### src/rtl/core_task_receiver_pkg.sv
// Shared definitions for the per-core task receiver.
// Defaults match the task scheduler's bus geometry.
package core_task_receiver_pkg;

  localparam int unsigned CORES_COUNT_DEF = 16;
  localparam int unsigned INSN_COUNT_DEF  = 16;
  localparam int unsigned INSN_SIZE_DEF   = 16;
  localparam int unsigned REG_SIZE_DEF    = 8;

  typedef enum logic [1:0] {
    ST_IDLE = 2'd0,
    ST_LOAD = 2'd1,
    ST_RUN  = 2'd2,
    ST_DONE = 2'd3
  } task_state_t;

endpackage

### src/rtl/core_task_receiver_insn_buffer.sv
// Task instruction store: whole frame written in one cycle, single registered read port.
// The storage array is intentionally not reset; only the read register is.
module core_task_receiver_insn_buffer
  import core_task_receiver_pkg::*;
#(
  parameter int unsigned INSN_COUNT = INSN_COUNT_DEF,
  parameter int unsigned INSN_SIZE  = INSN_SIZE_DEF,
  parameter int unsigned PC_W       = $clog2(INSN_COUNT)
) (
  input  logic                            clk,
  input  logic                            rst,
  input  logic                            i_wr_en,
  input  logic [INSN_COUNT*INSN_SIZE-1:0] i_frame,
  input  logic                            i_rd_en,
  input  logic [PC_W-1:0]                 i_rd_addr,
  output logic [INSN_SIZE-1:0]            o_rd_data
);

  logic [INSN_SIZE-1:0] r_mem [INSN_COUNT];
  logic [INSN_SIZE-1:0] r_rd_data;

  always_ff @(posedge clk) begin
    if (i_wr_en) begin
      for (int k = 0; k < int'(INSN_COUNT); k++) begin
        r_mem[k] <= i_frame[k*INSN_SIZE +: INSN_SIZE];
      end
    end
  end

  // Read data holds its last value when no read is requested.
  always_ff @(posedge clk) begin
    if (rst) begin
      r_rd_data <= '0;
    end else if (i_rd_en) begin
      r_rd_data <= r_mem[i_rd_addr];
    end
  end

  assign o_rd_data = r_rd_data;

endmodule

### src/rtl/core_task_receiver.sv
// Per-core task receiver: accepts a broadcast task frame, latches R0 init,
// serves 1-cycle instruction fetches while running and pulses task_done on halt.
module core_task_receiver
  import core_task_receiver_pkg::*;
#(
  parameter int unsigned CORES_COUNT = CORES_COUNT_DEF,
  parameter int unsigned CORE_ID     = 0,
  parameter int unsigned INSN_COUNT  = INSN_COUNT_DEF,
  parameter int unsigned INSN_SIZE   = INSN_SIZE_DEF,
  parameter int unsigned REG_SIZE    = REG_SIZE_DEF
) (
  input  logic                              clk,
  input  logic                              rst,
  input  logic [CORES_COUNT-1:0]            i_start,
  input  logic [INSN_COUNT*INSN_SIZE-1:0]   i_insn_data,
  input  logic [CORES_COUNT-1:0]            i_init_r0_vect,
  input  logic [CORES_COUNT*REG_SIZE-1:0]   i_init_r0,
  output logic                              o_ready,
  output logic                              o_r0_we,
  output logic [REG_SIZE-1:0]               o_r0_val,
  input  logic                              i_fetch_req,
  input  logic [$clog2(INSN_COUNT)-1:0]     i_fetch_pc,
  output logic [INSN_SIZE-1:0]              o_fetch_insn,
  output logic                              o_fetch_vld,
  input  logic                              i_core_halt,
  output logic                              o_task_done
);

  localparam int unsigned PC_W = $clog2(INSN_COUNT);

  task_state_t         r_state;
  logic                r_ready;
  logic                r_r0_we;
  logic [REG_SIZE-1:0] r_r0_val;
  logic                r_fetch_vld;
  logic                r_task_done;

  logic                w_start;
  logic                w_init_r0;
  logic [REG_SIZE-1:0] w_init_r0_val;
  logic                w_buf_we;
  logic                w_buf_re;
  logic                w_unused;

  // Only this core's bit/slice of the broadcast buses matters.
  assign w_start       = i_start[CORE_ID];
  assign w_init_r0     = i_init_r0_vect[CORE_ID];
  assign w_init_r0_val = i_init_r0[CORE_ID*REG_SIZE +: REG_SIZE];
  assign w_unused      = ^{i_start, i_init_r0_vect, i_init_r0};

  assign w_buf_we = (r_state == ST_LOAD) && !rst;
  assign w_buf_re = (r_state == ST_RUN) && i_fetch_req && !rst;

  core_task_receiver_insn_buffer #(
    .INSN_COUNT (INSN_COUNT),
    .INSN_SIZE  (INSN_SIZE),
    .PC_W       (PC_W)
  ) u_insn_buffer (
    .clk       (clk),
    .rst       (rst),
    .i_wr_en   (w_buf_we),
    .i_frame   (i_insn_data),
    .i_rd_en   (w_buf_re),
    .i_rd_addr (i_fetch_pc),
    .o_rd_data (o_fetch_insn)
  );

  // Task FSM; pulse outputs default low every cycle.
  always_ff @(posedge clk) begin
    if (rst) begin
      r_state     <= ST_IDLE;
      r_ready     <= 1'b1;
      r_r0_we     <= 1'b0;
      r_r0_val    <= '0;
      r_fetch_vld <= 1'b0;
      r_task_done <= 1'b0;
    end else begin
      r_r0_we     <= 1'b0;
      r_fetch_vld <= 1'b0;
      r_task_done <= 1'b0;
      case (r_state)
        ST_IDLE: begin
          if (w_start) begin
            r_state <= ST_LOAD;
            r_ready <= 1'b0;
            if (w_init_r0) begin
              r_r0_we  <= 1'b1;
              r_r0_val <= w_init_r0_val;
            end
          end
        end
        ST_LOAD: begin
          r_state <= ST_RUN;
        end
        ST_RUN: begin
          r_fetch_vld <= i_fetch_req;
          if (i_core_halt) begin
            r_state     <= ST_DONE;
            r_task_done <= 1'b1;
          end
        end
        ST_DONE: begin
          r_state <= ST_IDLE;
          r_ready <= 1'b1;
        end
        default: begin
          r_state <= ST_IDLE;
          r_ready <= 1'b1;
        end
      endcase
    end
  end

  assign o_ready     = r_ready;
  assign o_r0_we     = r_r0_we;
  assign o_r0_val    = r_r0_val;
  assign o_fetch_vld = r_fetch_vld;
  assign o_task_done = r_task_done;

endmodule
### config.mk
export PLATFORM = sky130hd
export DESIGN_NAME = core_task_receiver
export DESIGN_NICKNAME = d
export VERILOG_FILES = /design/src/rtl/core_task_receiver_pkg.sv /design/src/rtl/core_task_receiver_insn_buffer.sv /design/src/rtl/core_task_receiver.sv
export SDC_FILE = /design/constraint.sdc
export NUM_CORES = 1
export LEC_CHECK = 0
export ABC_AREA = 1
export ABC_CLOCK_PERIOD_IN_PS = 30400
export BUFFER_PORTS_ARGS = -buffer_cell sky130_fd_sc_hd__buf_2
export CAP_MARGIN = 20
export CORE_AREA = 2 2 174 176
export CTS_BUF_LIST = sky130_fd_sc_hd__clkbuf_4
export CTS_CLUSTER_DIAMETER = 30
export DETAILED_ROUTE_END_ITERATION = 8
export DIE_AREA = 0 0 176 178
export PLACE_DENSITY = 0.74
export SETUP_SLACK_MARGIN = 0.2
export SLEW_MARGIN = 20
export SYNTH_ARGS = -nofsm -noshare
export SYNTH_HDL_FRONTEND = slang
export SYNTH_SLANG_ARGS = --single-unit
### constraint.sdc
create_clock -name clk -period 30.4 [get_ports clk]
set_input_delay 3.04 -clock clk [delete_from_list [all_inputs] [get_ports clk]]
set_output_delay 3.04 -clock clk [all_outputs]
set_load 0.005 [all_outputs]
# ---- Word-level counts from Yosys, hierarchy flattened
# Memories as Yosys holds them, arrays and structs flattened. A register that Yosys moved wholly into a read port is not among the register bits.
# Cells that the tools add are included.
dict set report totals {
  register_bits 14
  mem_bits_rw 256
  in_bits 424
  out_inout_bits 28
  wordCells 35
  n_memories 1
}
# name depth word_bits rd rd_ports_with_merged_regs write_ports line
set mem_list {}
lappend mem_list {u_insn_buffer.r_mem 16 16 1 1 16 core_task_receiver_insn_buffer.sv:19} ;# logic [INSN_SIZE-1:0] r_mem [INSN_COUNT];
dict set report classes {
  n_eq_ne 5
  muxes 9
  bitwise_logic 3
  n_reduce_logical 11
}
# op n
set ops {}
lappend ops {{one-hot mux 2 bit (4 select lines)} 1}
lappend ops {{2-to-1 mux 1 bit} 5}
lappend ops {{equality test 2 bit, second input constant} 2}
lappend ops {{2-to-1 mux 2 bit} 2}
lappend ops {{inequality test 2 bit, second input constant} 2}
lappend ops {{AND reduction 2 bit} 2}
lappend ops {{logical AND 1 bit} 3}
lappend ops {{inverter 1 bit} 3}
lappend ops {{AND reduction 3 bit} 1}
lappend ops {{OR reduction 3 bit} 1}
lappend ops {{equality test 2 x 1 -> 1 bit, second input constant} 1}
lappend ops {{zero test 2 bit} 1}
lappend ops {{one-hot mux 1 bit (2 select lines)} 1}
lappend ops {{nonzero test 2 bit} 1}
lappend ops {{OR reduction 2 bit} 1}
lappend ops {{zero test 1 bit} 1}

# ---- Depth between registers and ports, before layout
dict set report logic_depth {
  depth_word 4
  ltp_mapped 11
  mapped_depth_nobuf 9
}

# ---- Modules after synthesis
# Synthesis repeated with hierarchy kept, for this count alone.
dict set report unflattened {
  cells_unflattened 1000
  area_unflattened_um2 11543.6
}
# mod instances cells_each area_each_um2 seq_area_each_um2
set modules_own_cells {}
lappend modules_own_cells {core_task_receiver_insn_buffer 1 924 10928.0 8007.7}
lappend modules_own_cells {core_task_receiver 1 76 615.6 280.3}

# ---- Worst setup path before layout
# Ideal clock, no wire load.
dict set report synth_path {
  path_kind {in2reg}
  from {in rst}
  to {mem u_insn_buffer.r_mem[0][0] (netlist bit) (enable)}
  setup_ns 0.886
  arrival_ns 13.555
  required_time_ns 29.514
  path_slack_ns 15.959
  path_stages 1
  path_buffers 0
  path_cell_list {nor2_1}
}
# item line
set synth_lines {}
lappend synth_lines {{start, declared} core_task_receiver.sv:13} ;# input logic rst,
lappend synth_lines {{end, declared} core_task_receiver_insn_buffer.sv:19}

==> summary.md <==
| Metric | Value |
|---|---|
| Syn Nets | 1,574 |
| Placed Area | 0.0137 mm² |
| Arr. time, crit path | 5500 ps |
| Core area | 0.0294 mm² |
| DRC violations left | 0 |
| Min Hold Slack | 445 ps |
| Leak pwr | 0.00690 µW |
| Worst-path clk slew | 60 ps |
| Final Skew | 47.8 ps |
| Number of global-route vias before repair | 9,098 |
| Mapped Area | 0.0119 mm² |
| Period minus WS final | 4910 ps |
| Overflow left after global routing | 0 |
| Post-synthesis sequential area ratio | 0.695 |
| Critical path type | primary input to register |
| TritonCTS Sinks | 286 |
| Critical Path Start Type | primary input |
| FF+latch count, synth | 286 |
| Nets | 1,910 |
| Area Overhead vs Synth | 23.8% |
| Worst hold path class | register to register |
| CTS tree | built |
| Fin. max-slew vios | 0 |
| Clk buf depth | 3 |
| Final Non-Filler Cells | 1,936 |
| Floorplan row count | 63 |
| Max_slew headroom | 0.318 |
| Cts bufs inserted | 80 |
| I/O pins | 452 |
| Synthesized area per cell | 10.4 µm² |
| H-tree levels | 3 |
| CP endpoint kind | register |
| Max Fclk | 204 MHz |
| Worst r2r src | r_state[1]$_SDFFE_PP0P_ |
| HPWL Detailed | 21.7 mm |
| Setup total negative slack | 0 ps |
| Final setup viols | 0 |
| Routability cong. | 0.787 |
| Cells after synthesis | 1,146 |
| Power Density | 69.3 mW/mm² |
| Routed via count | 8,980 |
| Seq pwr share | 0.509 |
| Cts repair resizes | 0 |
| Starting Density | 0.406 |
| Required @ worst endpoint | 30,990 ps |
| Fin crit share | 0.161 |
| Worst Min Path Start | o_r0_val[4]$_SDFFE_PP0P_ |
| Comb pwr share | 0.140 |
| Final hold vios | 0 |
| Register area | 0.00829 mm² |
| Cts hold-fix bufs | 0 |
| Crit-path max FO | 66 |
| Initial antenna violation count | 6 |
| IO Port Bufs | 301 |
| CTS Root Cell | clkbuf_4 |
| Multi-input logic area | 0.00271 mm² |
| GR Util All Layers | 0.205 |
| Worst slew pin tran | 1020 ps |
| Pint | 753 µW |
| First-pass GRT wire length | 48.3 mm |
| Vias per inst | 4.64 |
| First-pass DRT Iterations | 5 |
| Largest net degree at the start of global routing | 82 |
| Sw Ratio | 0.263 |
| Sw Pwr | 269 µW |
| Worst VDD drop | 0.0000556 V |
| Synth warnings | 0 |
| Share of cells above drive strength 1 | 0.292 |
| Post-CTS setup buffer count | 0 |
| WL/cell | 16.7 µm |
| Die ar. | 0.0313 mm² |
| Die Wd | 176 µm |
| Die H | 178 µm |
| ANT nets after route | 0 |
| Run status | complete, no violations |
| Total Wirelength | 32.3 mm |
| Critical Path Start | i_fetch_pc[0] |
| DR iter-0 viols | 481 |
| Clk pwr share | 0.352 |
| Clk Latency, worst-skew pair | 690 ps |
| Filler cell count | 2,732 |
| Post-Place Cells | 1,790 |
| Max-cap viol count | 0 |
| Final instance area | 0.0148 mm² |
| Total power | 1020 µW |
| Netlist cell types | 19 |
| RSZ-0062 raised after global routing | false |
power by group through the flow:
stage	Clock [µW]	Combinational, µW	Sequential (µW)
floorplan	0	84.8	553
global placement	0	140	525
detailed placement	0	144	528
CTS	371	145	520
global route	394	162	525
finish	359	143	520
synthesized netlist by cell type:
library cell	instances	area [µm²]
nand2_1	434	1630
edfxtp_1	256	7690
nand3_1	177	886
inv_1	159	597
dfxtp_1	30	601
buf_2	22	110
buf_4	16	120
clkbuf_1	11	41.3
a21oi_1	10	50.1
o21ai_0	10	50.1
buf_1	4	15.0
ha_1	4	50.1
inv_2	4	15.0
buf_6	3	33.8
nor2_1	2	7.51
a221oi_1	1	8.76
and3_1	1	6.26
nand3_2	1	10.0
o22ai_1	1	6.26
path summary, 6_finish.rpt:
| kind | endpoint | slack (ps) | cells after the start |
|---|---|---|---|
| max | u_insn_buffer.o_rd_data[12]$_SDFFE_PP0P_ | 25490 | 11 |
| min | o_r0_val[4]$_SDFFE_PP0P_ | 450 | 2 |
| max reg2reg | u_insn_buffer.r_mem[4][8]$_DFFE_PP_ | 27630 | 6 |
| min reg2reg | o_r0_val[4]$_SDFFE_PP0P_ | 450 | 2 |
stage by stage:
| stage | utilization | setup slack [ps] |
|---|---|---|
| floorplan | - | 15960 |
| global placement | 0.465 | 24840 |
| detailed placement | 0.465 | 24820 |
| CTS | 0.501 | 25540 |
| global route | 0.501 | 25300 |
| finish | 0.502 | 25490 |
critical path, stage by stage:
cell and delay, ps:
buf_4 270, inv_4 590, buf_4 700, nand2_1 100
nand2_1 120, nand2_1 60, nand3_1 90, nand3_1 180
nand3_1 160, nand2_1 60, inv_1 40
metal layers:
metal	up-vias	track usage	wire, µm
li1	4450	-	-
met1	4092	0.251	13200
met2	370	0.329	15100
met3	64	0.0740	3120
met4	4	0.0868	860
met5	-	0	27
area by class of cell:
cell class	count	share of cell area
antenna	8	0.00136
clock buffer	119	0.0605
clock inverter	19	0.0112
inverter	163	0.0416
multi-input combinational	641	0.184
sequential	286	0.562
tap	390	0.0331
timing repair buffer	310	0.107
registers in the layout (all words and copies together) (netlist names):
register	count
o_task_done	1
o_ready	1
o_r0_val	8
o_r0_we	1
o_fetch_vld	1
u_insn_buffer.o_rd_data	16
u_insn_buffer.r_mem	256
r_state	2
cells by family (layout without fill, tap and decap cells):
family / Yosys count / in the layout / synth area share
AO/OA/AOI/OAI: 22 / 22 / 0.00965
adder cells (fa/ha/maj): 4 / 4 / 0.00420
buffers and inverters: 219 / 611 / 0.0782
flip-flops: 286 / 286 / 0.695
other: 0 / 8 / 0
AND/OR/NAND/NOR: 615 / 615 / 0.213
layout by cell type, fill, tap and decap left out:
master,synthesis,final
inv_1,159,159
ha_1,4,4
a21oi_1,10,10
dfxtp_1,30,30
nand3_1,177,177
clkinv_1,0,5
bufinv_16,0,3
a221oi_1,1,1
clkinvlp_4,0,1
inv_2,4,4
o21ai_0,10,10
buf_4,16,10
inv_4,0,1
nand3_2,1,1
nor2_4,0,1
nor2_1,2,1
clkinv_2,0,9
edfxtp_1,256,256
buf_2,22,300
and3_1,1,1
nand2_1,434,434
diode_2,0,8
o22ai_1,1,1
clkbuf_4,0,119
Power figures use the tool's default switching activity.
